**config.mk**
```make
export PLATFORM = sky130hd
export DESIGN_NAME = key_conditioner
export DESIGN_NICKNAME = d
export VERILOG_FILES = /design/src/rtl/key_conditioner.sv
export SDC_FILE = /design/constraint.sdc
export NUM_CORES = 1
export LEC_CHECK = 0
export BUFFER_PORTS_ARGS = -buffer_cell sky130_fd_sc_hd__clkbuf_2
export CAP_MARGIN = 20
export CORE_MARGIN = 8
export CORE_UTILIZATION = 50
export DETAILED_ROUTE_END_ITERATION = 8
export GPL_ROUTABILITY_DRIVEN = 0
export PLACE_DENSITY = 0.67
export SETUP_SLACK_MARGIN = 0.4
export SYNTH_ARGS = -nofsm -noshare
export SYNTH_HDL_FRONTEND = slang
export SYNTH_SLANG_ARGS = --single-unit
```
**constraint.sdc**
```tcl
create_clock -name clk_50M -period 2.2 [get_ports clk_50M]
set_clock_uncertainty 0.15 [all_clocks]
set_input_delay 0.55 -clock clk_50M [delete_from_list [all_inputs] [get_ports clk_50M]]
set_output_delay 0.55 -clock clk_50M [all_outputs]
set_load 0.05 [all_outputs]
```
**src/rtl/key_conditioner.sv**
```systemverilog
// Three-key conditioner: 2-flop synchronizer, shared 1 ms prescaler, per-key debounce FSM.
// Define KEY_RELEASE_PULSE_EN to add the key_release pulse output.
module key_conditioner #(
  parameter int unsigned CLK_HZ         = 50000000,
  parameter int unsigned DEBOUNCE_MS    = 20,
  parameter bit          KEY_ACTIVE_LOW = 1'b1
) (
  input  logic       clk_50M,
  input  logic       rst_n,
  input  logic [2:0] key_raw,
  output logic [2:0] key_level,
`ifdef KEY_RELEASE_PULSE_EN
  output logic [2:0] key_press,
  output logic [2:0] key_release
`else
  output logic [2:0] key_press
`endif
);

  localparam int unsigned TicksPerMs = CLK_HZ / 1000;
  localparam int unsigned PreW       = (TicksPerMs > 1) ? $clog2(TicksPerMs) : 1;
  localparam logic [PreW-1:0] PreLast = PreW'(TicksPerMs - 1);
  localparam logic [5:0] DebTarget    = 6'(DEBOUNCE_MS);
  localparam logic [2:0] RawIdle      = {3{KEY_ACTIVE_LOW}};

  typedef enum logic [1:0] {
    StReleased,
    StPressPend,
    StPressed,
    StReleasePend
  } state_e;

  function automatic logic [5:0] sat_inc(input logic [5:0] v);
    return (v == 6'h3f) ? v : v + 6'd1;
  endfunction

  // Synchronizer flops reset to the idle (released) raw level.
  logic [2:0] sync1_q, sync2_q, sample;

  always_ff @(posedge clk_50M or negedge rst_n) begin
    if (!rst_n) begin
      sync1_q <= RawIdle;
      sync2_q <= RawIdle;
    end else begin
      sync1_q <= key_raw;
      sync2_q <= sync1_q;
    end
  end

  assign sample = KEY_ACTIVE_LOW ? ~sync2_q : sync2_q;

  logic [PreW-1:0] pre_q;
  logic            tick;

  assign tick = (pre_q == PreLast);

  always_ff @(posedge clk_50M or negedge rst_n) begin
    if (!rst_n) begin
      pre_q <= '0;
    end else begin
      pre_q <= tick ? '0 : pre_q + PreW'(1);
    end
  end

  state_e     state_q [3];
  state_e     state_d [3];
  logic [5:0] cnt_q   [3];
  logic [5:0] cnt_d   [3];
  logic [2:0] press_d, press_q;
`ifdef KEY_RELEASE_PULSE_EN
  logic [2:0] release_d, release_q;
`endif

  always_comb begin
    press_d = '0;
`ifdef KEY_RELEASE_PULSE_EN
    release_d = '0;
`endif
    for (int k = 0; k < 3; k++) begin
      state_d[k] = state_q[k];
      cnt_d[k]   = cnt_q[k];
      case (state_q[k])
        StReleased: begin
          if (sample[k]) begin
            state_d[k] = StPressPend;
            cnt_d[k]   = '0;
          end
        end
        StPressPend: begin
          if (!sample[k]) begin
            state_d[k] = StReleased;
            cnt_d[k]   = '0;
          end else if (tick) begin
            cnt_d[k] = sat_inc(cnt_q[k]);
            if (sat_inc(cnt_q[k]) >= DebTarget) begin
              state_d[k] = StPressed;
              press_d[k] = 1'b1;
            end
          end
        end
        StPressed: begin
          if (!sample[k]) begin
            state_d[k] = StReleasePend;
            cnt_d[k]   = '0;
          end
        end
        StReleasePend: begin
          if (sample[k]) begin
            state_d[k] = StPressed;
            cnt_d[k]   = '0;
          end else if (tick) begin
            cnt_d[k] = sat_inc(cnt_q[k]);
            if (sat_inc(cnt_q[k]) >= DebTarget) begin
              state_d[k] = StReleased;
`ifdef KEY_RELEASE_PULSE_EN
              release_d[k] = 1'b1;
`endif
            end
          end
        end
        default: begin
          state_d[k] = StReleased;
          cnt_d[k]   = '0;
        end
      endcase
    end
  end

  always_ff @(posedge clk_50M or negedge rst_n) begin
    if (!rst_n) begin
      for (int k = 0; k < 3; k++) begin
        state_q[k] <= StReleased;
        cnt_q[k]   <= '0;
      end
      press_q <= '0;
`ifdef KEY_RELEASE_PULSE_EN
      release_q <= '0;
`endif
    end else begin
      for (int k = 0; k < 3; k++) begin
        state_q[k] <= state_d[k];
        cnt_q[k]   <= cnt_d[k];
      end
      press_q <= press_d;
`ifdef KEY_RELEASE_PULSE_EN
      release_q <= release_d;
`endif
    end
  end

  // Level comes straight from the state register, so it moves on the same cycle as the pulses.
  always_comb begin
    key_level = '0;
    for (int k = 0; k < 3; k++) begin
      key_level[k] = (state_q[k] == StPressed) || (state_q[k] == StReleasePend);
    end
  end

  assign key_press = press_q;
`ifdef KEY_RELEASE_PULSE_EN
  assign key_release = release_q;
`endif

endmodule

```
==> results of run 1 <==
==> Yosys cell counts (2+ instances only) <==
master    instances
and2_1            6
nor2_1           19
dfstp_2           6
nand3_1          16
and3_1            8
xnor2_1           9
a31oi_1          11
nand3b_1          3
clkbuf_1          5
inv_1             7
or2_2             2
ha_1              4
o21ai_0          19
and4bb_2          3
o41ai_1           2
a21o_1            2
buf_2             4
nor3_1            5
nand2_1          23
a32o_1            2
a21oi_1          10
mux2i_1           4
dfrtp_1          43
nor3b_1           2
xor2_1            7
and4_1            4
o31ai_1           2
nand4b_1          2
nand4_1           8
o22ai_1           2
==> critical path, stage by stage, from the launching register on <==
cell      delay [ns]
dfrtp_2         0.45
and4bb_2        0.32
nand4_1         0.12
buf_4           0.17
or3_4           0.32
a21oi_2         0.14
o21ai_1         0.07
==> power by group <==
group / internal (W) / total (W) / switching [W]
logic: 0.0000217 / 0.0000646 / 0.0000429
clock network: 0.000227 / 0.000527 / 0.000300
registers: 0.000913 / 0.000920 / 0.00000745
total: 0.00116 / 0.00151 / 0.000350
==> placed cells by master, fill, tap and decap left out, drive strengths merged, types with 8 or more instances in the layout <==
cell type / count
inv: 8
buf: 18
nand2: 23
o21ai: 19
a21oi: 10
and3: 8
dfrtp: 43
nor2: 19
xnor2: 9
a31oi: 11
clkbuf: 18
nand4: 8
nand3: 16
==> routing by layer <==
layer / track usage, % / routed length (um) / share of wire [%] / vias up
li1: - / - / - / 983
met1: 17.3 / 2460 / 47 / 974
met2: 23.5 / 2520 / 48 / 52
met3: 3.21 / 179 / 3.4 / 11
met4: 5.63 / 85 / 1.6 / 0
met5: 0 / 0 / 0 / -
==> metrics by stage <==
| step | instance area, um^2 | setup slack, ns | cells | total power [W] |
|---|---|---|---|---|
| 6_report | 3040 | 0.362 | 350 | 0.00151 |
| 5_1_grt | 3040 | 0.296 | 350 | 0.00158 |
| 4_1_cts | 2880 | 0.344 | 346 | 0.00153 |
| 3_5_place_dp | 2680 | 0.0768 | 329 | 0.000997 |
| 3_3_place_gp | 2680 | 0.164 | 329 | 0.000997 |
| 2_1_floorplan | 2510 | 0.412 | 255 | 0.000963 |
==> registers in the layout, indices dropped and copies added (netlist names), named ones only <==
register,flops
key_press,3
sync1_q,3
pre_q,16
sync2_q,3
cnt_q,18
state_q,3
==> final cells by class <==
cell class | instances | share of cell area (%)
Inverter | 7 | 0.865
Timing Repair Buffer | 30 | 8.57
Clock buffer | 6 | 2.39
Clock inverter | 2 | 0.453
Sequential cell | 49 | 40.8
Multi-Input combinational cell | 189 | 44.2
Tap cell | 67 | 2.76
==> timing repair <==
item,4_1_cts,5_1_grt
gates cloned,0,2
hold buffers,0,0
resized for setup,8,32
setup buffers,9,2
hold endpoints to repair,0,0
endpoints found under the setup margin,28,28
pin swaps,6,12
==> worst paths after layout <==
check                                        endpoint  cells after the start  slack, ns       start
setup / recovery                            cnt_q[10]                      6       0.36   pre_q[11]
hold / removal             asynchronous set/reset pin                      2       0.06       rst_n
setup reg to reg                            cnt_q[10]                      6       0.36   pre_q[11]
hold reg to reg                            sync2_q[0]                      0       0.21  sync1_q[0]
max in group asynchronous                  sync2_q[0]                      2       1.57       rst_n
min in group clk_50M                       sync1_q[1]                      1       0.16  key_raw[1]
==> logic make-up after synthesis <==
family,synth area share (%)
multiplexers,1.61
adder cells (fa/ha/maj),2.01
flip-flops,49.5
AO/OA/AOI/OAI,14.2
buffers and inverters,2.91
AND/OR/NAND/NOR,24.2
XOR/XNOR,5.62
==> results.toml, run 1 <==
[final_layout]
layout-drive-gt1-share_pct = 27.9
nNetsFinal = 291
n_fill_cell = 393
syn_to_final_growth_pct = 21.9
utilization_pct = 63.9
regArea_mm2 = 0.00124
multiInputGateArea_mm2 = 0.00134
diodes = 0

[logic_synthesis]
async_flop_share_pct = 100
yosys.area.top_type = "dfrtp_1"
synthesis.area_mm2 = 0.00249
synth_area_leaders = "dfrtp_1 43%, dfstp_2 6.3%, o21ai_0 3.8%"
synth_nets = 264
synth_top_area_share_pct = 43.2
synth_ff_type = "dfrtp_1"
synth_seq_cells = 49
synth_cell_type_count = 45
ys_seq_area_share_pct = 49.5
synth_edf_count = 0
yosys_warnings = 0
syn_area_per_cell_um2 = 9.77
netlist_instances = 255

[timing]
whs_ns = 0.0629
max-slew-margin-rel_pct = 75.0
finalSetupViolations = 0
slew_viol_final = 0
hold_violations = 0
tns_ns = 0
rsz0062_at_grt = "yes"
min_period_over_period_pct = 83.6
worstMarginPinSlew_ns = 0.370
layout_min_cycle_time_ns = 1.84
max_freq_mhz = 544

[power_and_ir_drop]
max-vdd-ir-drop_mv = 0.389
p_per_area_mw_per_mm2 = 498
leakagePower_nw = 1.28

[cts]
clk_latency_ns = 0.30
cts_made_buffers = 5
cts_tree = "built"
cts.reportedPaths.clkPinSlew_ns = 0.09
h-tree-depth = 2
clockBufferDepth = 2
cts_num_sinks = 49
cts_root_buf = "clkbuf_8"

[detailed_routing]
post_drt_wl_per_cell_um = 15.0
first_pass_iters = 4
dr.first_iter.drc_count = 100
routed-via-count = 2020
wl_um = 5240
final_antenna_net_count = 0
post_drt_via_cell_ratio = 5.77
drc = 0

[floorplanning]
die_h_um = 86.6
dieArea_mm2 = 0.00750
rows = 25
pin_count = 11
initial_core_util_pct = 52.4
core_mm2 = 0.00475
die-width_um = 86.6

[setup_path]
cp-end-kind = "register"
required_ns = 2.25
cp_max_fo = 5
crit_type = "register to register"
startpoint_type = "register"
cp.arrival_ns = 1.89

[placement]
io_buffers = 10
dp_hpwl_um = 3240

[global_routing]
antenna_found_initial = 0
grtUsageTotal_pct = 14.2
grt_pass1_wl_um = 8710
grt_pass1_vias = 1976
grt_overflow = 0
grt_max_degree = 50

[min_path]
holdCritPathClass = "primary input to asynchronous set/reset pin"

[status]
outcome = "complete, no violations"

[run]
timing.max_cap.violations = 0
(Power assumes the default switching activity.)
==> run 2, diff against run 1 <==
PLACE_DENSITY = 0.69   (was 0.67)
clock period = 1.6 ns   (was 2.2 ns; I/O delays follow)
==> run 2 against run 1 <==
Net effect:
- the run now ends with negative setup slack left
- worst hold slack got worse by 0.044 ns
- die area did not move
- sequential share of layout area fell by 7.2 points
- routed wire length rose by 17%
- critical path depth did not move
- first-iteration DRC count fell by 15%
==> results.toml, run 2 (synthesis gave the netlist of run 1 again) <==
[status]
outcome = "finished with violations"
violations = "negative setup slack"

[cts]
cts_num_sinks = 49
clockBufferDepth = 2
h-tree-depth = 2
cts_root_buf = "clkbuf_8"
clk_latency_ns = 0.30
cts_tree = "built"
cts.reportedPaths.clkPinSlew_ns = 0.08
cts_made_buffers = 5

[setup_path]
crit_type = "register to register"
cp.arrival_ns = 1.90
path_cells = "nor4b_2 > nand4_1 > buf_6 > or3_1 > a21oi_1 > o21ai_1"
r2r-end = "cnt_q[10]"
required_ns = 1.64
critPathTopFamily = "simple AND/OR/NAND/NOR gates"
cp_max_fo = 7
startpoint_type = "register"
reg2reg_from = "pre_q[12]"
cp-end-kind = "register"
worstRegToRegCells = 6
cp_num_buf_inv = 1
reg2reg_slack_ns = -0.25
slowest_stage = "dfrtp_1"
cpPeakStageDelay_ns = 0.41

[timing]
hold_violations = 0
layout_min_cycle_time_ns = 1.85
rsz0062_at_grt = "yes"
max_freq_mhz = 539
finalSetupViolations = 36
worstMarginPinSlew_ns = 0.365
max-slew-margin-rel_pct = 75.4
tns_ns = -5.34
slew_viol_final = 0
worst_slack_ns = -0.254
min_period_over_period_pct = 116

[detailed_routing]
final_antenna_net_count = 0
wl_um = 6140
routed-via-count = 2216
first_pass_iters = 4
drc = 0
post_drt_via_cell_ratio = 5.49
post_drt_wl_per_cell_um = 15.2
dr.first_iter.drc_count = 85

[min_path]
min-delay-start = "key_raw[0]"
holdCritPathClass = "primary input to register"
whs_endpoint = "sync1_q[0]"
hold_depth = 1

[global_routing]
grt_overflow = 0
grt_pass1_wl_um = 9400
grt_pass1_vias = 2101
antenna_found_initial = 0
grtUsageTotal_pct = 15.6
grt_max_degree = 50

[final_layout]
diodes = 0
fin_area_mm2 = 0.00368
utilization_pct = 77.4
final_cell_mix = "57 x buf_4, 42 x dfrtp_1, 19 x nand2_1"
multiInputGateArea_mm2 = 0.00146
syn_to_final_growth_pct = 47.6
regMostFlops = "cnt_q"
layout-drive-gt1-share_pct = 43.9
reg_top3 = "cnt_q (18), pre_q (16)"
n_fill_cell = 304
largest_reg_flops = 18
mostFrequentLayoutCell = "buf_4"
nNetsFinal = 345
regArea_mm2 = 0.00123

[placement]
place_area_mm2 = 0.00312
dp_hpwl_um = 3800
pre_cts_slack_ns = -0.236
io_buffers = 10

[run]
timing.max_cap.violations = 0

[floorplanning]
pin_count = 11
core_mm2 = 0.00475
rows = 25
die_h_um = 86.6
die-width_um = 86.6
initial_core_util_pct = 52.4
dieArea_mm2 = 0.00750

[power_and_ir_drop]
max-vdd-ir-drop_mv = 0.511
leakagePower_nw = 1.64
p_per_area_mw_per_mm2 = 573
==> run 2: cell count changes in the layout (fill, tap and decap cells not counted), moves of 4 or more <==
cell      change
buf_8         +5
o21ai_1       +4
o21ai_0       -6
clkbuf_2      -6
buf_6        +11
nor2_1        -5
buf_4        +41
==> run 2: repair_timing <==
action | CTS | global route
pin swaps | 16 | 29
hold buffers | 1 | 0
resized for setup | 26 | 50
endpoints found under the hold margin | 43 | 0
setup buffers | 6 | 9
setup endpoints to repair | 48 | 48
gates cloned | 0 | 1
==> run 2: cell type report <==
class                      count  area share [%]
multi-input combinational    189            39.8
sequential                    49            33.6
timing repair buffer          84            21.2
clock buffer                   8            2.45
tap                           67            2.28
inverter                       7           0.714
==> run 2: worst register-to-register path: cells and delay by family, from the launching register on <==
family,cells,cell delay [ns]
flops,1,0.41
buf+inv,1,0.17
compound gates,2,0.20
simple gates,3,0.83
==> run 2: stage by stage <==
step / power [W] / hold slack, ns / std cells
2_1_floorplan: 0.00133 / -0.0456 / 255
3_3_place_gp: 0.00139 / 0.196 / 379
3_5_place_dp: 0.00139 / 0.198 / 379
4_1_cts: 0.00213 / 0.0130 / 394
5_1_grt: 0.00219 / 0.00720 / 404
6_report: 0.00211 / 0.0191 / 404
==> run 2: how the worst max path moves through the flow <==
stage | startpoint | cells past startpoint | endpoint
2_1_floorplan | pre_q[12] | 7 | cnt_q[17]
6_report | pre_q[12] | 6 | cnt_q[10]
5_1_grt | pre_q[12] | 6 | cnt_q[10]
3_5_place_dp | pre_q[12] | 6 | cnt_q[10]
4_1_cts | pre_q[0] | 7 | cnt_q[10]
3_3_place_gp | pre_q[12] | 6 | cnt_q[10]
==> run 2: metal layers <==
metal	wire, um	global-route usage (%)	share of wire (%)
met4	89	5.79	1.4
met5	0	0	0
met1	2790	19.7	46
met2	3070	25.6	50
met3	187	3.40	3.0
==> run 2: where the power goes <==
group / switching (W) / internal, W / total (W)
logic: 0.0000648 / 0.0000408 / 0.000106
clock network: 0.000386 / 0.000353 / 0.000739
registers: 0.0000101 / 0.00125 / 0.00127
total: 0.000461 / 0.00165 / 0.00211
